$ cat config.mk
export PLATFORM = sky130hd
export DESIGN_NAME = sm4_block_cipher_iter_flat
export DESIGN_NICKNAME = d
export VERILOG_FILES = /design/src/rtl/sm4_block_cipher_iter_if.sv /design/src/rtl/sm4_block_cipher_iter.sv /design/src/flat_wrapper.sv
export SDC_FILE = /design/constraint.sdc
export NUM_CORES = 2
export LEC_CHECK = 0
export BUFFER_PORTS_ARGS = -buffer_cell sky130_fd_sc_hd__buf_4
export CELL_PAD_IN_SITES_DETAIL_PLACEMENT = 2
export CELL_PAD_IN_SITES_GLOBAL_PLACEMENT = 2
export CORE_MARGIN = 2
export CORE_UTILIZATION = 45
export DETAILED_ROUTE_END_ITERATION = 8
export PLACE_DENSITY = 0.95
export SLEW_MARGIN = 25
export SYNTH_ARGS = -nofsm -noshare
export SYNTH_HDL_FRONTEND = slang
export SYNTH_SLANG_ARGS = --single-unit
$ cat constraint.sdc
create_clock -name clk_i -period 13.86 [get_ports clk_i]
set_input_delay 2.079 -clock clk_i [delete_from_list [all_inputs] [get_ports clk_i]]
set_output_delay 2.079 -clock clk_i [all_outputs]
set_load 0.02 [all_outputs]
$ cat src/rtl/sm4_block_cipher_iter_if.sv
// SM4 core host/consumer bundle: key load, block in, result out.
// Ports: key_v/key/key_ready/key_loaded, data_v/data/decrypt/data_ready, data_v_o/data_o/data_yumi.
interface sm4_block_cipher_iter_if #(
   parameter int group_size_p = 128,
   parameter int key_size_p   = group_size_p
);
   logic                    key_v_i;
   logic [key_size_p-1:0]   key_i;
   logic                    key_ready_o;
   logic                    key_loaded_o;
   logic                    data_v_i;
   logic [group_size_p-1:0] data_i;
   logic                    decrypt_i;
   logic                    data_ready_o;
   logic                    data_v_o;
   logic [group_size_p-1:0] data_o;
   logic                    data_yumi_i;

   modport slave (
      input  key_v_i, key_i, data_v_i, data_i, decrypt_i, data_yumi_i,
      output key_ready_o, key_loaded_o, data_ready_o, data_v_o, data_o
   );

   modport master (
      output key_v_i, key_i, data_v_i, data_i, decrypt_i, data_yumi_i,
      input  key_ready_o, key_loaded_o, data_ready_o, data_v_o, data_o
   );
endinterface

$ cat src/rtl/sm4_block_cipher_iter.sv
// Iterative SM4 core: in-core key expansion into a 32-entry round-key file,
// per-block encrypt/decrypt, rounds_per_cycle_p rounds per clock.
// Ports: clk_i, reset_n_i (sync, active low), sm4_io (slave side of the bundle).
module sm4_block_cipher_iter #(
   parameter int word_width_p       = 32,
   parameter int group_size_p       = 128,
   parameter int key_size_p         = group_size_p,
   parameter int rounds_per_cycle_p = 1
) (
   input  logic                           clk_i,
   input  logic                           reset_n_i,
   sm4_block_cipher_iter_if.slave         sm4_io
);
   localparam int W = word_width_p;
   localparam int R = rounds_per_cycle_p;
   localparam logic [4:0] LAST = 5'(32 - R);
   localparam logic [127:0] FK = 128'hA3B1BAC656AA3350677D9197B27022DC;

   localparam logic [2047:0] SBOX = {
      128'hd690e9fecce13db716b614c228fb2c05, 128'h2b679a762abe04c3aa44132649860699,
      128'h9c4250f491ef987a33540b43edcfac62, 128'he4b31ca9c908e89580df94fa758f3fa6,
      128'h4707a7fcf37317ba83593c19e6854fa8, 128'h686b81b27164da8bf8eb0f4b70569d35,
      128'h1e240e5e6358d1a225227c3b01217887, 128'hd40046579fd327524c3602e7a0c4c89e,
      128'heabf8ad240c738b5a3f7f2cef96115a1, 128'he0ae5da49b341a55ad933230f58cb1e3,
      128'h1df6e22e8266ca60c02923ab0d534e6f, 128'hd5db3745defd8e2f03ff6a726d6c5b51,
      128'h8d1baf92bbddbc7f11d95c411f105ad8, 128'h0ac13188a5cd7bbd2d74d012b8e5b4b0,
      128'h8969974a0c96777e65b9f109c56ec684, 128'h18f07dec3adc4d2079ee5f3ed7cb3948
   };

   typedef enum logic [2:0] {IDLE, KEYEXP, READY, BUSY, DONE} state_e;

   function automatic logic [W-1:0] rol(input logic [W-1:0] b, input int n);
      return (b << n) | (b >> (W - n));
   endfunction

   function automatic logic [W-1:0] tau(input logic [W-1:0] a);
      logic [W-1:0] t;
      for (int j = 0; j < 4; j++) t[8*j +: 8] = SBOX[{~a[8*j +: 8], 3'b000} +: 8];
      return t;
   endfunction

   function automatic logic [W-1:0] t_key(input logic [W-1:0] a);
      logic [W-1:0] b;
      b = tau(a);
      return b ^ rol(b, 13) ^ rol(b, 23);
   endfunction

   function automatic logic [W-1:0] t_enc(input logic [W-1:0] a);
      logic [W-1:0] b;
      b = tau(a);
      return b ^ rol(b, 2) ^ rol(b, 10) ^ rol(b, 18) ^ rol(b, 24);
   endfunction

   // CK_i byte j = (4i+j)*7 mod 256, byte 0 in the MSBs
   function automatic logic [W-1:0] ck_f(input logic [4:0] i);
      logic [W-1:0] c;
      c = '0;
      for (int j = 0; j < 4; j++) c[W-1-8*j -: 8] = 8'(({i, 2'b00} + 7'(j)) * 7);
      return c;
   endfunction

   state_e state_q, state_d;
   logic [4:0]              cnt_q;
   logic                    loaded_q;
   logic                    dec_q;
   logic [key_size_p-1:0]   k_q;
   logic [group_size_p-1:0] x_q;
   logic [W-1:0]            rkf_q [32];

   logic [W-1:0] kc   [R+4];
   logic [W-1:0] xc   [R+4];
   logic [W-1:0] rk_w [R];
   logic [4:0]   ridx [R];
   logic         last;

   assign last = (cnt_q == LAST);

   // Unrolled key-schedule and cipher round chains sharing the round index
   always_comb begin
      kc   = '{default: '0};
      xc   = '{default: '0};
      rk_w = '{default: '0};
      ridx = '{default: '0};
      for (int i = 0; i < 4; i++) begin
         kc[i] = k_q[127-32*i -: 32];
         xc[i] = x_q[127-32*i -: 32];
      end
      for (int r = 0; r < R; r++) begin
         ridx[r]   = cnt_q + 5'(r);
         kc[r+4]   = kc[r] ^ t_key(kc[r+1] ^ kc[r+2] ^ kc[r+3] ^ ck_f(ridx[r]));
         rk_w[r]   = kc[r+4];
         xc[r+4]   = xc[r] ^ t_enc(xc[r+1] ^ xc[r+2] ^ xc[r+3] ^
                     rkf_q[dec_q ? ~ridx[r] : ridx[r]]);
      end
   end

   always_ff @(posedge clk_i) begin
      if (!reset_n_i) state_q <= IDLE;
      else            state_q <= state_d;
   end

   always_comb begin
      state_d = state_q;
      unique case (state_q)
         IDLE:    if (sm4_io.key_v_i) state_d = KEYEXP;
         KEYEXP:  if (last) state_d = READY;
         READY: begin
            if (sm4_io.key_v_i)       state_d = KEYEXP;
            else if (sm4_io.data_v_i) state_d = BUSY;
         end
         BUSY:    if (last) state_d = DONE;
         DONE:    if (sm4_io.data_yumi_i) state_d = READY;
         default: state_d = IDLE;
      endcase
   end

   logic                    key_ready, data_ready, data_v;
   logic [group_size_p-1:0] data_out;

   always_comb begin
      key_ready  = (state_q == IDLE) || (state_q == READY);
      data_ready = (state_q == READY);
      data_v     = (state_q == DONE);
      data_out   = data_v ? x_q : '0;
   end

   assign sm4_io.key_ready_o  = key_ready;
   assign sm4_io.key_loaded_o = loaded_q;
   assign sm4_io.data_ready_o = data_ready;
   assign sm4_io.data_v_o     = data_v;
   assign sm4_io.data_o       = data_out;

   always_ff @(posedge clk_i) begin
      if (!reset_n_i) begin
         cnt_q    <= '0;
         loaded_q <= 1'b0;
         dec_q    <= 1'b0;
         k_q      <= '0;
         x_q      <= '0;
      end else begin
         unique case (state_q)
            IDLE: begin
               if (sm4_io.key_v_i) begin
                  k_q   <= sm4_io.key_i ^ FK;
                  cnt_q <= '0;
               end
            end
            KEYEXP: begin
               k_q   <= {kc[R], kc[R+1], kc[R+2], kc[R+3]};
               cnt_q <= cnt_q + 5'(R);
               if (last) loaded_q <= 1'b1;
            end
            READY: begin
               if (sm4_io.key_v_i) begin
                  k_q      <= sm4_io.key_i ^ FK;
                  cnt_q    <= '0;
                  loaded_q <= 1'b0;
               end else if (sm4_io.data_v_i) begin
                  x_q   <= sm4_io.data_i;
                  dec_q <= sm4_io.decrypt_i;
                  cnt_q <= '0;
               end
            end
            BUSY: begin
               cnt_q <= cnt_q + 5'(R);
               // final cycle stores the reversed word order Y0..Y3
               if (last) x_q <= {xc[R+3], xc[R+2], xc[R+1], xc[R]};
               else      x_q <= {xc[R], xc[R+1], xc[R+2], xc[R+3]};
            end
            DONE:    ;
            default: ;
         endcase
      end
   end

   always_ff @(posedge clk_i) begin
      if (reset_n_i && state_q == KEYEXP) begin
         for (int r = 0; r < R; r++) rkf_q[ridx[r]] <= rk_w[r];
      end
   end
endmodule

$ cat src/flat_wrapper.sv
// flat-port wrapper written by rule: the top's interface ports become plain ports
module sm4_block_cipher_iter_flat 
#(
   parameter int word_width_p       = 32,
   parameter int group_size_p       = 128,
   parameter int key_size_p         = group_size_p,
   parameter int rounds_per_cycle_p = 1
)
  (clk_i, reset_n_i, sm4_io_key_v_i, sm4_io_key_i, sm4_io_data_v_i, sm4_io_data_i, sm4_io_decrypt_i, sm4_io_data_yumi_i, sm4_io_key_ready_o, sm4_io_key_loaded_o, sm4_io_data_ready_o, sm4_io_data_v_o, sm4_io_data_o);
  sm4_block_cipher_iter_if #(.group_size_p(group_size_p), .key_size_p(key_size_p)) sm4_io_i ();
  input  logic clk_i;
  input  logic reset_n_i;
  input wire logic [$bits(sm4_io_i.key_v_i)-1:0] sm4_io_key_v_i;
  input wire logic [$bits(sm4_io_i.key_i)-1:0] sm4_io_key_i;
  input wire logic [$bits(sm4_io_i.data_v_i)-1:0] sm4_io_data_v_i;
  input wire logic [$bits(sm4_io_i.data_i)-1:0] sm4_io_data_i;
  input wire logic [$bits(sm4_io_i.decrypt_i)-1:0] sm4_io_decrypt_i;
  input wire logic [$bits(sm4_io_i.data_yumi_i)-1:0] sm4_io_data_yumi_i;
  output wire logic [$bits(sm4_io_i.key_ready_o)-1:0] sm4_io_key_ready_o;
  output wire logic [$bits(sm4_io_i.key_loaded_o)-1:0] sm4_io_key_loaded_o;
  output wire logic [$bits(sm4_io_i.data_ready_o)-1:0] sm4_io_data_ready_o;
  output wire logic [$bits(sm4_io_i.data_v_o)-1:0] sm4_io_data_v_o;
  output wire logic [$bits(sm4_io_i.data_o)-1:0] sm4_io_data_o;
  assign sm4_io_i.key_v_i = sm4_io_key_v_i;
  assign sm4_io_i.key_i = sm4_io_key_i;
  assign sm4_io_i.data_v_i = sm4_io_data_v_i;
  assign sm4_io_i.data_i = sm4_io_data_i;
  assign sm4_io_i.decrypt_i = sm4_io_decrypt_i;
  assign sm4_io_i.data_yumi_i = sm4_io_data_yumi_i;
  assign sm4_io_key_ready_o = sm4_io_i.key_ready_o;
  assign sm4_io_key_loaded_o = sm4_io_i.key_loaded_o;
  assign sm4_io_data_ready_o = sm4_io_i.data_ready_o;
  assign sm4_io_data_v_o = sm4_io_i.data_v_o;
  assign sm4_io_data_o = sm4_io_i.data_o;
  sm4_block_cipher_iter #(.word_width_p(word_width_p), .group_size_p(group_size_p), .key_size_p(key_size_p), .rounds_per_cycle_p(rounds_per_cycle_p)) u_core (.clk_i(clk_i), .reset_n_i(reset_n_i), .sm4_io(sm4_io_i));
endmodule
==> results of run 1 <==
routing by layer:
layer  global-route usage [%]  overflow
met3                    29.92         0
met1                    63.45         1
met2                    79.48         0
met5                    11.78         0
met4                    52.71         0
cells by family after synthesis:
group	Yosys count	share of synthesized area, %
DFF	1290	39.18
adders and majority gates	178	2.517
AOI/OAI and AO/OA	2906	21.64
buffers and inverters	987	5.140
muxes	732	13.79
and+or+nand+nor	2624	13.18
xor gates and xnor gates	421	4.554
per-stage QoR:
step / util [%] / instance area [sq um] / std cells
after CTS: 50.32 / 102600 / 11890
after global placement: 47.85 / 97600 / 11620
after floorplan: - / 92070 / 9138
after detailed placement: 47.91 / 97710 / 11620
==> impl_metrics.yaml, run 1 <==
floorplanning:
  die_w_um: 456.3
  fp-row-count: 166
  ios: 394
  chipHeight_um: 456.3
  initial_core_util_pct: 45.14
clock_network:
  h-tree-depth: 4
  cts_resized: 0
  numCtsBuffers: 151
  cts-hold-fix-buffers: 0
  post_cts_buffers: 0
  root_buffer: "clkbuf_16"
  cts_buffer_depth: 3
  cts.sinks: 1290
synthesis:
  synthCells: 9138
  syn_avg_cell_area_sq_um: 10.08
  syn-num-nets: 9578
  yosysWarnings: 0
  yosysUniqueCellTypes: 143
  synthFlopType: "edfxtp_1"
  synth_top_cells_by_count: "1024 x edfxtp_1, 991 x nand2_1, 665 x nor2_1, 599 x a21oi_1, 549 x o21ai_0"
  synthArstFlopShare_pct: 0
  ys_seq_area_share_pct: 39.18
  synth_top_area_share_pct: 33.40
  yosys.area.top_type: "edfxtp_1"
  yosysMostFrequentCell: "edfxtp_1"
  synthTopCellsByArea: "edfxtp_1 33%, mux4_2 10%, dfxtp_1 5.8%"
  ys_ff_latch: 1290
  synth-edff-count: 1024
  synth_area_sq_um: 92070
grt:
  grt.total_usage_pct: 57.80
  grt_max_degree: 150
  grt_pass1_wl_um: 857000
  globalRoute.totalOverflow: 1
  grt_pass1_vias: 101900
status:
  firstError: "[ERROR GRT-0116] Global routing finished with congestion. Check the congestion regions in the DRC Viewer."
  lastStage: "5_1_grt"
  outcome: "stopped before the end"
placement:
  hpwlAfterDp_um: 367500
  place.gp.congestion: 1.029
  numPortBuffers: 393
  dp_slack_ps: 4603
==> inputs of run 2 (changes only) <==
--- a/config.mk
+++ b/config.mk
@@ -6,12 +6,10 @@
 export NUM_CORES = 2
 export LEC_CHECK = 0
 export BUFFER_PORTS_ARGS = -buffer_cell sky130_fd_sc_hd__buf_4
-export CELL_PAD_IN_SITES_DETAIL_PLACEMENT = 2
-export CELL_PAD_IN_SITES_GLOBAL_PLACEMENT = 2
 export CORE_MARGIN = 2
-export CORE_UTILIZATION = 45
+export CORE_UTILIZATION = 40
 export DETAILED_ROUTE_END_ITERATION = 8
-export PLACE_DENSITY = 0.95
+export PLACE_DENSITY_LB_ADDON = 0.15
 export SLEW_MARGIN = 25
 export SYNTH_ARGS = -nofsm -noshare
 export SYNTH_HDL_FRONTEND = slang
==> run 2 against run 1 <==
  * The run now ends clean
  * Synthesized cell count stayed put
  * Area after synthesis is the same
==> impl_metrics.yaml, run 2 <==
status:
  outcome: "finished, final reports clean"
final_layout:
  largest_register_ffs: 1024
  stdcell_count: 12220
  layout_common_cells: "1024 x edfxtp_1, 989 x nand2_1, 677 x buf_4, 628 x nor2_1, 597 x a21oi_1"
  drive_gt1_share_pct: 17.91
  syn_to_final_growth_pct: 11.69
  layout_commonest_cell: "edfxtp_1"
  multi_input_area_sq_um: 52580
  final_nets: 9511
  fillCellCount: 21630
  regArea_sq_um: 36100
synthesis:
  synth_top_cells_by_count: "1024 x edfxtp_1, 991 x nand2_1, 665 x nor2_1, 599 x a21oi_1, 549 x o21ai_0"
  synth-edff-count: 1024
  syn-num-nets: 9578
  synthFlopType: "edfxtp_1"
  ys_ff_latch: 1290
  synthCells: 9138
  yosysMostFrequentCell: "edfxtp_1"
  syn_avg_cell_area_sq_um: 10.08
  synthTopCellsByArea: "edfxtp_1 33%, mux4_2 10%, dfxtp_1 5.8%"
  yosys.area.top_type: "edfxtp_1"
  yosysWarnings: 0
  synth_top_area_share_pct: 33.40
  synth_area_sq_um: 92070
  yosysUniqueCellTypes: 143
  ys_seq_area_share_pct: 39.18
  synthArstFlopShare_pct: 0
clock_network:
  cts-hold-fix-buffers: 0
  numCtsBuffers: 148
  cts_resized: 0
  cts_buffer_depth: 3
  cts_tree: "yes"
  insertion_delay_ps: 830
  h-tree-depth: 4
  cts.sinks: 1290
  cts.clk_slew.worst_paths_ps: 60
  post_cts_buffers: 0
  root_buffer: "clkbuf_16"
timing:
  fmax_mhz: 107.8
  finClkSkew_ps: 47.33
  finalCritPeriodShare_pct: 66.94
  final-max-slew-violation-count: 0
  hold_viol: 0
  final-setup-viol-count: 0
  period_minus_slack_ps: 9278
  whs_ps: 466.6
  setup_slack_ps: 4582
  tns_ps: 0
  rsz0062_at_grt: "no"
  tightest_slew_ps: 1207
  max_slew_margin_pct: 19.54
route:
  wl_met3_um: 42610
  wl_met2_um: 184300
  drc: 0
  vias_per_cell: 7.004
  drt_wl_total_um: 410600
  route.vias.total: 85570
  drt_iter0_drc: 13120
  wl_per_cell_um: 33.61
  wl_met1_um: 157900
  drt.antenna.violating_nets: 0
  first_pass_iters: 7
  routed.top_layer: "met4"
grt:
  grt.total_usage_pct: 33.66
  grt_pass1_wl_um: 588200
  grt_max_degree: 182
  globalRoute.totalOverflow: 0
  antenna_found_initial: 2
  grt_pass1_vias: 79830
setup_path:
  cp_cell_sequence: "buf_12, nor2b_1, a221oi_1, o2111ai_1, nand3_1, and2_1, buf_4, inv_2, ha_1, clkinv_1, o32ai_1, o22ai_1, a31o_2, nor4_1, a22oi_2, xnor2_1, xnor3_1, nand2_1, a41oi_1"
  path_max_fanout: 97
  endpoint_kind: "flip-flop"
  slowest_stage: "nor2b_1"
  r2r_setup_slack_ps: 4580
  required_ps: 14530
  rr_worst_depth: 19
  slowest_delay_ps: 970
  worstSetupPathType: "flip-flop to flip-flop"
  critPathArrivalTime_ps: 9950
  start_kind: "flip-flop"
placement:
  dp_slack_ps: 4900
  place.gp.congestion: 1.018
  dpl.cell_count: 11950
  hpwlAfterDp_um: 274700
  numPortBuffers: 393
floorplanning:
  die-area_sq_um: 234000
  die_w_um: 483.8
  chipHeight_um: 483.8
  fp-row-count: 176
  core_sq_um: 229500
  ios: 394
  initial_core_util_pct: 40.12
worst_hold_path:
  min_path_cells: 2
  holdCritPathClass: "flip-flop to flip-flop"
flow_run:
  maxCapViolations: 0
-- run 2: cell counts after synthesis --
Identical to the previous run, type by type.
-- run 2: per-layer routing --
layer / global-route usage, % / vias up
li1: - / 35630
met2: 52.65 / 6262
met5: 0 / -
met3: 6.871 / 1253
met4: 16.64 / 0
met1: 44.38 / 42430
-- run 2: worst paths after layout --
kind | from | to
setup / recovery | u_core.cnt_q[0] | u_core.x_q[13]
hold / removal | u_core.k_q[121] | u_core.k_q[121]
setup reg to reg | u_core.cnt_q[0] | u_core.x_q[13]
hold reg to reg | u_core.k_q[121] | u_core.k_q[121]
-- run 2: logic make-up after synthesis --
logic type / synth area share, %
fa+ha+maj: 2.517
mux: 13.79
xor+xnor: 4.554
buf+inv: 5.140
flops: 39.18
compound gates: 21.64
simple gates: 13.18
-- run 2: area by class of cell --
class                      count  share of cell area (%)
antenna                        3                0.007301
clock buffer                 195                   3.914
clock inverter                72                  0.7666
inverter                      87                  0.3346
multi-input combinational   6861                   51.13
sequential                  1290                   35.10
tap                         3026                   3.682
timing repair buffer         683                   5.059
-- run 2: worst max-delay path: cells and delay by family, from the launching register on --
kind	cells	cell delay, ps
and+or+nand+nor	5	1980
DFF	1	800
xor gates and xnor gates	2	1370
buffers and inverters	4	1630
adders and majority gates	1	620
AOI/OAI and AO/OA	7	2390
-- run 2: stage by stage --
| stage | cell area [sq um] | utilization, % |
|---|---|---|
| after global placement | 97910 | 42.67 |
| after detailed placement | 97970 | 42.70 |
| after CTS | 102800 | 44.79 |
| after floorplan | 92070 | - |
| final | 102800 | 44.81 |
| after global routing | 102800 | 44.81 |
Power of run 2 is left out: the tool's default activity adds up to more than one toggle a clock period on the data nets, which glitch-free logic cannot reach.
